### src/rtl/sound_latch_irq_if.sv
// Bus bundle between the 68000/Z80 chip-select side and the sound latch.
// master drives strobes and data; slave is the latch/IRQ block.
interface sound_latch_irq_if;
  logic       z80_cen;
  logic       sound_latch_cs;
  logic       m68k_rw;
  logic       m68k_lds_n;
  logic [7:0] m68k_dout;
  logic       z80_latch_r_cs;
  logic       z80_latch_clr_cs;
  logic       z80_rd_n;
  logic       z80_wr_n;
  logic       M1_n;
  logic       IORQ_n;
  logic [7:0] latch_dout;
  logic       z80_int_n;
  logic       latch_overflow;

  modport master (
    output z80_cen, sound_latch_cs, m68k_rw, m68k_lds_n, m68k_dout,
    output z80_latch_r_cs, z80_latch_clr_cs, z80_rd_n, z80_wr_n, M1_n, IORQ_n,
    input  latch_dout, z80_int_n, latch_overflow
  );

  modport slave (
    input  z80_cen, sound_latch_cs, m68k_rw, m68k_lds_n, m68k_dout,
    input  z80_latch_r_cs, z80_latch_clr_cs, z80_rd_n, z80_wr_n, M1_n, IORQ_n,
    output latch_dout, z80_int_n, latch_overflow
  );
endinterface

### src/rtl/sound_latch_irq.sv
// 68000-to-Z80 sound command latch plus periodic Z80 interrupt timer.
// Define SOUND_LATCH_FIFO_EN to turn the single latch into a FIFO_DEPTH-byte FIFO.
module sound_latch_irq #(
  parameter int unsigned IRQ_PERIOD = 512,
  parameter int unsigned FIFO_DEPTH = 4
) (
  input logic              clk_sys,
  input logic              reset,
  sound_latch_irq_if.slave bus
);
  localparam int unsigned CntW = $clog2(IRQ_PERIOD);

  logic wq, rq, cq, ack;
  logic wq_q, rq_q, cq_q;
  logic w_edge, r_fall, c_edge;

  always_comb begin
    wq     = bus.sound_latch_cs & ~bus.m68k_rw & ~bus.m68k_lds_n;
    rq     = bus.z80_latch_r_cs & ~bus.z80_rd_n;
    cq     = bus.z80_latch_clr_cs & ~bus.z80_wr_n;
    ack    = ~bus.M1_n & ~bus.IORQ_n;
    w_edge = wq & ~wq_q;
    r_fall = ~rq & rq_q;
    c_edge = cq & ~cq_q;
  end

  // History flops reset high so strobes held across reset release are not edges
  always_ff @(posedge clk_sys) begin
    if (reset) begin
      wq_q <= 1'b1;
      rq_q <= 1'b1;
      cq_q <= 1'b1;
    end else begin
      wq_q <= wq;
      rq_q <= rq;
      cq_q <= cq;
    end
  end

  logic [CntW-1:0] cnt_q, cnt_d;
  logic            int_n_q, int_n_d;
  logic            wrap;

  // A wrap beats a simultaneous acknowledge so the new interrupt is kept
  always_comb begin
    wrap    = bus.z80_cen && (cnt_q == CntW'(IRQ_PERIOD - 1));
    cnt_d   = cnt_q;
    int_n_d = int_n_q;
    if (bus.z80_cen) cnt_d = wrap ? '0 : cnt_q + CntW'(1);
    if (wrap)     int_n_d = 1'b0;
    else if (ack) int_n_d = 1'b1;
  end

  always_ff @(posedge clk_sys) begin
    if (reset) begin
      cnt_q   <= '0;
      int_n_q <= 1'b1;
    end else begin
      cnt_q   <= cnt_d;
      int_n_q <= int_n_d;
    end
  end

  assign bus.z80_int_n = int_n_q;

`ifdef SOUND_LATCH_FIFO_EN
  localparam int unsigned PtrW = $clog2(FIFO_DEPTH);

  logic [7:0]      mem_q [FIFO_DEPTH];
  logic [PtrW-1:0] wptr_q, wptr_d, wptr_b, rptr_q, rptr_d, rptr_b;
  logic [PtrW:0]   fcnt_q, fcnt_d, fcnt_b;
  logic [7:0]      dout_q, dout_d;
  logic            ovf_q, ovf_d;
  logic            push, pop;

  // Clear is applied first; push and pop then act on the cleared state
  always_comb begin
    wptr_b = c_edge ? '0 : wptr_q;
    rptr_b = c_edge ? '0 : rptr_q;
    fcnt_b = c_edge ? '0 : fcnt_q;
    push   = w_edge && (fcnt_b != (PtrW + 1)'(FIFO_DEPTH));
    pop    = r_fall && (fcnt_b != '0);
    ovf_d  = ovf_q | (w_edge & ~push);
    wptr_d = push ? wptr_b + PtrW'(1) : wptr_b;
    rptr_d = pop ? rptr_b + PtrW'(1) : rptr_b;
    fcnt_d = fcnt_b + {{PtrW{1'b0}}, push} - {{PtrW{1'b0}}, pop};
    if (fcnt_d == '0)                       dout_d = 8'h00;
    else if (push && fcnt_d == (PtrW + 1)'(1)) dout_d = bus.m68k_dout;
    else                                    dout_d = mem_q[rptr_d];
  end

  always_ff @(posedge clk_sys) begin
    if (reset) begin
      wptr_q <= '0;
      rptr_q <= '0;
      fcnt_q <= '0;
      dout_q <= 8'h00;
      ovf_q  <= 1'b0;
    end else begin
      wptr_q <= wptr_d;
      rptr_q <= rptr_d;
      fcnt_q <= fcnt_d;
      dout_q <= dout_d;
      ovf_q  <= ovf_d;
    end
  end

  always_ff @(posedge clk_sys) begin
    if (push) mem_q[wptr_b] <= bus.m68k_dout;
  end

  assign bus.latch_dout     = dout_q;
  assign bus.latch_overflow = ovf_q;
`else
  logic [7:0] latch_q, latch_d;

  // Write wins over a clear in the same cycle
  always_comb begin
    latch_d = latch_q;
    if (w_edge)      latch_d = bus.m68k_dout;
    else if (c_edge) latch_d = 8'h00;
  end

  always_ff @(posedge clk_sys) begin
    if (reset) latch_q <= 8'h00;
    else       latch_q <= latch_d;
  end

  logic unused_rd;
  assign unused_rd = r_fall ^ (FIFO_DEPTH == 0);

  assign bus.latch_dout     = latch_q;
  assign bus.latch_overflow = 1'b0;
`endif
endmodule

### src/flat_wrapper.sv
// flat-port wrapper written by rule: the top's interface ports become plain ports
module sound_latch_irq_flat 
#(
  parameter int unsigned IRQ_PERIOD = 512,
  parameter int unsigned FIFO_DEPTH = 4
)
  (clk_sys, reset, bus_z80_cen, bus_sound_latch_cs, bus_m68k_rw, bus_m68k_lds_n, bus_m68k_dout, bus_z80_latch_r_cs, bus_z80_latch_clr_cs, bus_z80_rd_n, bus_z80_wr_n, bus_M1_n, bus_IORQ_n, bus_latch_dout, bus_z80_int_n, bus_latch_overflow);
  sound_latch_irq_if bus_i ();
  input logic clk_sys;
  input logic reset;
  input wire logic [$bits(bus_i.z80_cen)-1:0] bus_z80_cen;
  input wire logic [$bits(bus_i.sound_latch_cs)-1:0] bus_sound_latch_cs;
  input wire logic [$bits(bus_i.m68k_rw)-1:0] bus_m68k_rw;
  input wire logic [$bits(bus_i.m68k_lds_n)-1:0] bus_m68k_lds_n;
  input wire logic [$bits(bus_i.m68k_dout)-1:0] bus_m68k_dout;
  input wire logic [$bits(bus_i.z80_latch_r_cs)-1:0] bus_z80_latch_r_cs;
  input wire logic [$bits(bus_i.z80_latch_clr_cs)-1:0] bus_z80_latch_clr_cs;
  input wire logic [$bits(bus_i.z80_rd_n)-1:0] bus_z80_rd_n;
  input wire logic [$bits(bus_i.z80_wr_n)-1:0] bus_z80_wr_n;
  input wire logic [$bits(bus_i.M1_n)-1:0] bus_M1_n;
  input wire logic [$bits(bus_i.IORQ_n)-1:0] bus_IORQ_n;
  output wire logic [$bits(bus_i.latch_dout)-1:0] bus_latch_dout;
  output wire logic [$bits(bus_i.z80_int_n)-1:0] bus_z80_int_n;
  output wire logic [$bits(bus_i.latch_overflow)-1:0] bus_latch_overflow;
  assign bus_i.z80_cen = bus_z80_cen;
  assign bus_i.sound_latch_cs = bus_sound_latch_cs;
  assign bus_i.m68k_rw = bus_m68k_rw;
  assign bus_i.m68k_lds_n = bus_m68k_lds_n;
  assign bus_i.m68k_dout = bus_m68k_dout;
  assign bus_i.z80_latch_r_cs = bus_z80_latch_r_cs;
  assign bus_i.z80_latch_clr_cs = bus_z80_latch_clr_cs;
  assign bus_i.z80_rd_n = bus_z80_rd_n;
  assign bus_i.z80_wr_n = bus_z80_wr_n;
  assign bus_i.M1_n = bus_M1_n;
  assign bus_i.IORQ_n = bus_IORQ_n;
  assign bus_latch_dout = bus_i.latch_dout;
  assign bus_z80_int_n = bus_i.z80_int_n;
  assign bus_latch_overflow = bus_i.latch_overflow;
  sound_latch_irq #(.IRQ_PERIOD(IRQ_PERIOD), .FIFO_DEPTH(FIFO_DEPTH)) u_core (.clk_sys(clk_sys), .reset(reset), .bus(bus_i));
endmodule
### config.mk
export PLATFORM = sky130hd
export DESIGN_NAME = sound_latch_irq_flat
export DESIGN_NICKNAME = d
export VERILOG_FILES = /design/src/rtl/sound_latch_irq_if.sv /design/src/rtl/sound_latch_irq.sv /design/src/flat_wrapper.sv
export SDC_FILE = /design/constraint.sdc
export NUM_CORES = 1
export LEC_CHECK = 0
export ABC_AREA = 1
export BUFFER_PORTS_ARGS = -buffer_cell sky130_fd_sc_hd__buf_2
export CAP_MARGIN = 40
export CORE_MARGIN = 1.5
export CORE_UTILIZATION = 48
export CTS_CLUSTER_DIAMETER = 40
export DETAILED_ROUTE_END_ITERATION = 7
export GPL_ROUTABILITY_DRIVEN = 0
export HOLD_SLACK_MARGIN = 0.03
export PLACE_DENSITY = 0.77
export SLEW_MARGIN = 20
export SYNTH_ARGS = -nofsm -noshare
export SYNTH_HDL_FRONTEND = slang
export SYNTH_SLANG_ARGS = --single-unit
### constraint.sdc
create_clock -name clk_sys -period 1.9 [get_ports clk_sys]
set_input_delay 0.095 -clock clk_sys [delete_from_list [all_inputs] [get_ports clk_sys]]
set_output_delay 0.095 -clock clk_sys [all_outputs]
set_load 0.02 [all_outputs]
## Word-level counts from Yosys, hierarchy flattened

Index checks and enable logic that the tools add are counted.

| storage, ports and cells | value |
|---|---|
| input port bits | 20 |
| logic and storage cells | 28 |
| register bits after elaboration | 20 |

| cells by class | value |
|---|---|
| multiplexer cells | 5 |
| bitwise logic cells | 13 |
| eq/ne operators | 1 |
| add/sub/neg operators | 1 |
| reduce and logical (&&, ||, !) cells | 3 |

Operators with widths:

| operator | count |
|---|---|
| 8-bit 2-to-1 mux | 2 |
| 9-bit by 1-bit adder with 9-bit output, second input constant | 1 |
| 9-bit equality test, second input constant | 1 |
| 9-bit 2-to-1 mux | 1 |
| 1-bit inverter | 7 |
| 1-bit AND | 6 |
| 2-bit nonzero test | 2 |
| 1-bit 2-to-1 mux | 2 |
| 1-bit logical AND | 1 |

## Logic depth before layout (Yosys ltp)

Gate-level depths: netlist of run 1.

| depth | value |
|---|---|
| word-level depth | 5 |
| depth in mapped cells | 9 |

## Worst setup path before layout of run 1

OpenSTA, ideal clock, no wires.

| timing path | value |
|---|---|
| path kind | reg2reg |
| start | register u_core.cnt_q[0] |
| end | register u_core.cnt_q[4] |
| required time | 1.785 ns |
| arrival | 1.359 ns |
| path slack | 0.426 ns |
| setup time | 0.115 ns |
| clock period less this slack | 1.474 ns |
| cell stages (with the launch flop) | 10 |
| path buffers | 0 |
| cell sequence | dfxtp_1 -> ha_1 -> nand2_1 -> nor4_1 -> ha_1 -> nand2_1 -> nand2_2 -> inv_2 -> o21ai_1 -> nor2_1 |

| between the ends | value |
|---|---|
| longest elaborated chain between the ends | 3 |

Ends and longest elaborated chain:

| element | RTL line | RTL |
|---|---|---|
| start, declared | sound_latch_irq.sv:40 | `logic [CntW-1:0] cnt_q, cnt_d;` |
| start signal, assigned | sound_latch_irq.sv:59 | `cnt_q <= cnt_d;` |
| branches (longest 2 deep; another with 9-bit by 1-bit adder with 9-bit output) | - |  |
| 9-bit 2-to-1 mux (*) | sound_latch_irq.sv:49 | `if (bus.z80_cen) cnt_d = wrap ? '0 : cnt_q + CntW'(1);` |

Mark *: on every way between the ends.
A chain may end at the register's enable or synchronous reset.

## Final worst setup path of run 1

Ends and elaborated chain as after synthesis.

==> summary.md, run 1 <==
| Metric | Value |
|---|---|
| Outcome | completed |
| Fin area | 1080 sq um |
| Total gr overflow | 0 |
| Worst Hold Class | input pin to register |
| Area of the multi-input gates | 424 sq um |
| Post-Syn Nets | 133 |
| Switching part of the total power | 23.3% |
| Core box area | 1730 sq um |
| DR DRC count | 0 |
| Clk root buf | clkbuf_4 |
| First-pass DRT Iterations | 4 |
| Fillers | 155 |
| Maximum operating frequency | 0.597 GHz |
| CTS Sinks | 20 |
| Initial antenna violation count | 0 |
| Max stage delay on crit path | 410 ps |
| Mapped cell area | 887 sq um |
| Tot GR Track Use | 17.6% |
| Vias/cell | 4.93 |
| Most common cell after layout, fill and taps aside | buf_2 |
| VDD IR max | 0.000589 V |
| Port Buffers | 26 |
| WL final | 1730 microns |
| Power Dens Cells | 697 nW/um^2 |
| Clk pwr share | 32.5% |
| Placed insts | 159 |
| Top FF cell, synth | dfxtp_1 |
| Highest-delay cell along the critical path | dfxtp_1 |
| DP Wirelength | 1300 microns |
| Final setup viols | 0 |
| Post-Synth XOR/XNOR Area | 0% |
| Mean Syn Cell Area | 7.99 sq um |
| Main combinational cell family by area after synthesis | simple AND/OR/NAND/NOR gates |
| Syn Inst Count | 111 |
| Layout cells sized above 1 | 30.2% |
| Minimum clock period | 1670 ps |
| Sequential area share after synthesis | 45.1% |
| EDFF count, synth | 0 |
| Synthesis-stage register bit count | 20 |
| Static leakage power | 0.521 nW |
| I/O pin cnt | 30 |
| Worst Path Arrival | 1880 ps |
| Placement Rows | 15 |
| Post-Synth Simple-Gate Area | 32.4% |
| Setup crit start kind | register |
| Worst skew pair latency | 300 ps |
| Setup CP Type | register to register |
| Max Root-Sink Buffers | 2 |
| CTS tree | yes |
| Mux contribution to synthesized area | 2.26% |
| Synth warn | 0 |
| Fin util | 62.4% |
| Sequential cell fraction of total power | 58.2% |
| Final Hold Vio Count | 0 |
| Largest net degree at the start of global routing | 12 |
| Initial DRC Count | 19 |
| Most frequent cells in the layout | 26 x buf_2, 22 x nand2_1, 20 x dfxtp_1 |
| Worst-path fanout max | 6 |
| Die Area | 2120 sq um |
| Final cell count without fillers | 164 |
| H-Tree Level Count | 1 |
| DIE WIDTH | 46.0 microns |
| Unrepaired setup endpoints after global routing | false |
| CTS clk-pin slew, worst paths | 110 ps |
| First-pass GRT wire length | 2680 microns |
| Vias in the first global route | 728 |
| Switching power | 0.175 mW |
| DP Area | 1020 sq um |
| Setup_tns | 0 ps |
| WP data required | 2110 ps |
| Critical Path End Type | register |
| Int Pwr | 0.576 mW |
| Cts bufs inserted | 3 |
| Comb pwr share | 9.4% |
| CP Buf/Inv Count | 1 |
| Post-synth ARST share | 0% |
| Drt wl/cell | 10.5 microns |
| Post-CTS Setup Inserts | 0 |
| Layout area overhead | 21.4% |
| Die Ht | 46.0 microns |
| Register Area | 400 sq um |
| Top delay family on crit path | simple AND/OR/NAND/NOR gates |
| Synth Area in Compound Gates | 9.17% |
| Synth cell types | 26 |
| Initial Util | 51.4% |
| Synth Area in Adders | 2.82% |
| DRT antenna net count | 0 |
| Clock skew | 5.02 ps |
| Final Cycle Share | 88.1% |
| Min Hold Slack | 30.4 ps |
| Ant. Diodes | 0 |
| Slew Limit Fails | 0 |
| Vias post-DR | 809 |
| Nets@finish | 162 |
| CP Cell Sequence | ha_1, nand2_1, nor4_2, ha_1, nand2_1, nand2_2, inv_2, o21ai_1, nor2_1 |
| Max Cap Viol | 0 |
[power groups by stage]
stage | clock (mW) | combinational (mW) | sequential, mW
2_1_floorplan | 0 | 0.0412 | 0.449
3_3_place_gp | 0 | 0.0664 | 0.445
3_5_place_dp | 0 | 0.0686 | 0.446
4_1_cts | 0.244 | 0.0708 | 0.437
5_1_grt | 0.262 | 0.0781 | 0.438
6_report | 0.244 | 0.0704 | 0.436
[final cells by class]
cell class	instances	share of cell area, %
sequential	20	37.2
multi-input combinational	76	39.4
tap	25	2.90
inverter	12	4.18
timing repair buffer	27	13.0
clock buffer	4	3.37
[registers in the layout (all words and copies together), names as in the netlist]
signal and count:
u_core.cq_q 1, u_core.cnt_q 9, u_core.bus.z80_int_n 1, u_core.bus.latch_dout 8
u_core.wq_q 1
[stage by stage]
stage | total power, mW | setup WS, ps
6_report | 0.750 | 226
3_5_place_dp | 0.515 | 198
5_1_grt | 0.778 | 48.1
2_1_floorplan | 0.490 | 426
3_3_place_gp | 0.512 | 235
4_1_cts | 0.751 | 171
[cells in the mapped netlist (2+ instances only)]
library cell / n / share of area [%]
a21oi_1: 12 / 6.8
dfxtp_1: 20 / 45
ha_1: 2 / 2.8
inv_1: 9 / 3.8
inv_2: 3 / 1.3
mux2i_1: 2 / 2.3
nand2_1: 22 / 9.3
nand2_2: 2 / 1.4
nand3_1: 10 / 5.6
nand3_2: 3 / 3.4
nor2_1: 10 / 4.2
o21ai_1: 2 / 1.1
[tightest hold or removal path, stage by stage]
cell and delay, ps:
buf_2 90, nand2_1 50, a21oi_1 50
[routing by layer]
metal	track usage [%]	wire, microns	part of all wire [%]	up-vias
met5	0	0	0	-
met4	10.9	33	1.9	0
met3	4.37	98	5.7	4
met2	33.1	867	50	28
met1	16.7	731	42	359
li1	-	-	-	418
[path summary, 6_finish.rpt]
| kind | startpoint | to | slack, ps | cells past startpoint |
|---|---|---|---|---|
| worst max-delay path | u_core.cnt_q[0]$_SDFFE_PP0P_ | u_core.cnt_q[4]$_SDFFE_PP0P_ | 230 | 9 |
| worst min-delay path | bus_m68k_dout[3] | u_core.bus.latch_dout[3]$_SDFFE_PP0P_ | 30 | 3 |
| worst min register to register | u_core.bus.latch_dout[0]$_SDFFE_PP0P_ | u_core.bus.latch_dout[0]$_SDFFE_PP0P_ | 480 | 2 |
| worst max register to register | u_core.cnt_q[0]$_SDFFE_PP0P_ | u_core.cnt_q[4]$_SDFFE_PP0P_ | 230 | 9 |
[kinds of logic after synthesis]
kind of cell	after synthesis
other	1
AND/OR/NAND/NOR	55
AO/OA/AOI/OAI	16
buffers and inverters	15
flip-flops	20
multiplexers	2
adder cells (fa/ha/maj)	2
[timing repair]
item / 4_1_cts / 5_1_grt
hold buffers: 1 / 0
setup endpoints to repair: 0 / 1
gates resized for setup: 0 / 1
endpoints found under the hold margin: 1 / 0
Note: power is estimated with default switching activity, not from simulation.
==> run 2, diff against run 1 <==
CORE_ASPECT_RATIO = 1.2   (was not set)
SLEW_MARGIN = 25   (was 20)
==> run 2 against run 1 <==
Against the previous run: critical path type unchanged; non-clock buffer count rose by 2; clock skew rose by 1.1 ps; critical endpoint unchanged; maximum frequency shrank 1.9%; final cell count decreased by 3.7%; global-route usage decreased by 1.3 points; combinational power is 3.4% higher.
==> summary.md, run 2 (synthesized netlist as in run 1, its figures left out) <==
| Metric | Value |
|---|---|
| Outcome | completed |
| Clk root buf | clkbuf_4 |
| CTS clk-pin slew, worst paths | 100 ps (about the same) |
| Maximum operating frequency | 0.586 GHz (-1.9%) |
| Layout area overhead | 20.5% |
| Switching power | 0.157 mW (-10%) |
| CTS tree | yes |
| Final Cycle Share | 89.9% (+1.8 points) |
| CTS Sinks | 20 (unchanged) |
| Hold path cells | 3 (unchanged) |
| DP Area | 1020 sq um (-0.85%) |
| Total gr overflow | 0 (unchanged) |
| Reg2Reg Depth | 9 (unchanged) |
| Setup crit start kind | register |
| Most frequent cells in the layout | 26 x buf_2, 22 x nand2_1, 20 x dfxtp_1 |
| Setup CP Type | register to register |
| Die Area | 2120 sq um (about the same) |
| Unrepaired setup endpoints after global routing | false |
| Worst Path Arrival | 1890 ps (about the same) |
| DP Worst Slack | 181 ps (-17.7 ps) |
| Vias in the first global route | 723 (-0.69%) |
| Final setup viols | 0 (unchanged) |
| CP Buf/Inv Count | 1 (unchanged) |
| Final WS setup | 193 ps (-33.3 ps) |
| Top delay family on crit path | simple AND/OR/NAND/NOR gates |
| Tot GR Track Use | 16.3% (-1.3 points) |
| Vias post-DR | 792 (-2.1%) |
| Setup_tns | 0 ps (unchanged) |
| Fin area | 1070 sq um (-0.81%) |
| Int Pwr | 0.535 mW (-7.1%) |
| Die Ht | 50.1 microns (+8.9%) |
| Levels on crit path | 9 (unchanged) |
| Sequential cell fraction of total power | 63.0% (+4.8 points) |
| Static leakage power | 0.520 nW (about the same) |
| Initial antenna violation count | 0 (unchanged) |
| DR DRC count | 0 (unchanged) |
| First-pass DRT Iterations | 4 (unchanged) |
| WL final | 1620 microns (-6.3%) |
| VDD IR max | 0.000457 V (-22%) |
| Slew Limit Fails | 0 (unchanged) |
| I/O pin cnt | 30 (unchanged) |
| Min Hold Slack | 50.5 ps (+20.0 ps) |
| Initial Util | 52.8% (+1.4 points) |
| Largest net degree at the start of global routing | 11 (-1) |
| Max reg flops | 9 (unchanged) |
| Placement Rows | 16 (+1) |
| Vias/cell | 5.01 (+1.6%) |
| Most common cell after layout, fill and taps aside | buf_2 |
| CP Cell Sequence | ha_1, nand2_1, nor4_1, ha_1, nand2_1, nand2_2, inv_2, o21ai_1, nor2_1 |
| Cts bufs inserted | 3 (unchanged) |
| Max Cap Viol | 0 (unchanged) |
| Critical Path End Type | register |
| Total Power | 0.692 mW (-7.8%) |
| Drt wl/cell | 10.3 microns (-2.7%) |
| Worst-path fanout max | 6 (unchanged) |
| Ant. Diodes | 0 (unchanged) |
| Max stage delay on crit path | 410 ps (about the same) |
| Post-CTS resize count | 0 (unchanged) |
| Port Buffers | 26 (unchanged) |
| DP Wirelength | 1220 microns (-6.1%) |
| Power Dens Cells | 648 nW/um^2 (-7.0%) |
| Switching part of the total power | 22.7% (-0.60 points) |
| Top reg by flops | u_core.cnt_q |
| Worst skew pair latency | 280 ps (-20 ps) |
| Core box area | 1680 sq um (-2.6%) |
| First-pass GRT wire length | 2680 microns (-0.26%) |
| DIE WIDTH | 42.2 microns (-8.1%) |
| Initial DRC Count | 20 (+1) |
| Nets@finish | 164 (+1.2%) |
| Highest-delay cell along the critical path | dfxtp_1 |
| Minimum clock period | 1710 ps (+33.3 ps) |
| WP data required | 2080 ps (-30 ps) |
| Reg2reg start | u_core.cnt_q[0]$_SDFFE_PP0P_ |
| Min-delay src | bus_m68k_dout[4] |
| Setup crit start | u_core.cnt_q[0]$_SDFFE_PP0P_ |
| Comb pwr share | 10.5% (+1.1 points) |
| Clock skew | 6.08 ps (+1.05 ps) |
| H-Tree Level Count | 1 (unchanged) |
| Final Hold Vio Count | 0 (unchanged) |
| DRT antenna net count | 0 (unchanged) |
| Max Root-Sink Buffers | 2 (unchanged) |
| Worst Hold Class | input pin to register |
| Clk pwr share | 26.4% (-6.1 points) |
| Layout cells sized above 1 | 28.6% (-1.6 points) |
==> run 2: final cells by class <==
type / instances / area [sq um]
Fill cell: 156 / 613
Timing Repair Buffer: 29 / 160
Clock buffer: 3 / 22.5
Multi-Input combinational cell: 76 / 418
Inverter: 12 / 45.0
Sequential cell: 20 / 400
Tap cell: 18 / 22.5
==> run 2: what timing repair did <==
action,in CTS,in global routing
setup endpoints to repair,0,0
setup buffers,0,0
hold buffers,3,0
endpoints found under the hold margin,2,0
==> run 2: stage by stage <==
stage,cells,utilization (%)
after floorplan,111,-
after global placement,152,60.4
after detailed placement,152,60.4
after CTS,158,63.5
after global routing,158,63.5
final,158,63.5
==> run 2: path summary, 6_finish.rpt <==
path / end / slack, ps
max reg2reg: u_core.cnt_q[4]$_SDFFE_PP0P_ / 190
min reg2reg: u_core.cnt_q[4]$_SDFFE_PP0P_ / 470
min: u_core.bus.latch_dout[4]$_SDFFE_PP0P_ / 50
max: u_core.cnt_q[4]$_SDFFE_PP0P_ / 190
==> run 2: worst register-to-register path: stages (launching register included) <==
cell and delay, ps:
dfxtp_1 410, ha_1 210, nand2_1 80, nor4_1 280, ha_1 210, nand2_1 80, nand2_2 140, inv_2 60
o21ai_1 70, nor2_1 50
==> run 2: power groups by stage <==
stage	logic, mW	registers (mW)	clock network (mW)
after floorplan	0.0412	0.449	0
after global placement	0.0659	0.445	0
after detailed placement	0.0680	0.446	0
after CTS	0.0731	0.436	0.198
after global routing	0.0814	0.437	0.209
final	0.0728	0.436	0.183
==> run 2: layer usage <==
layer,up-vias,track usage (%),wire length [microns]
li1,422,-,-
met1,347,15.5,663
met2,21,32.8,850
met3,2,2.20,92
met4,0,7.81,14
met5,-,0,0
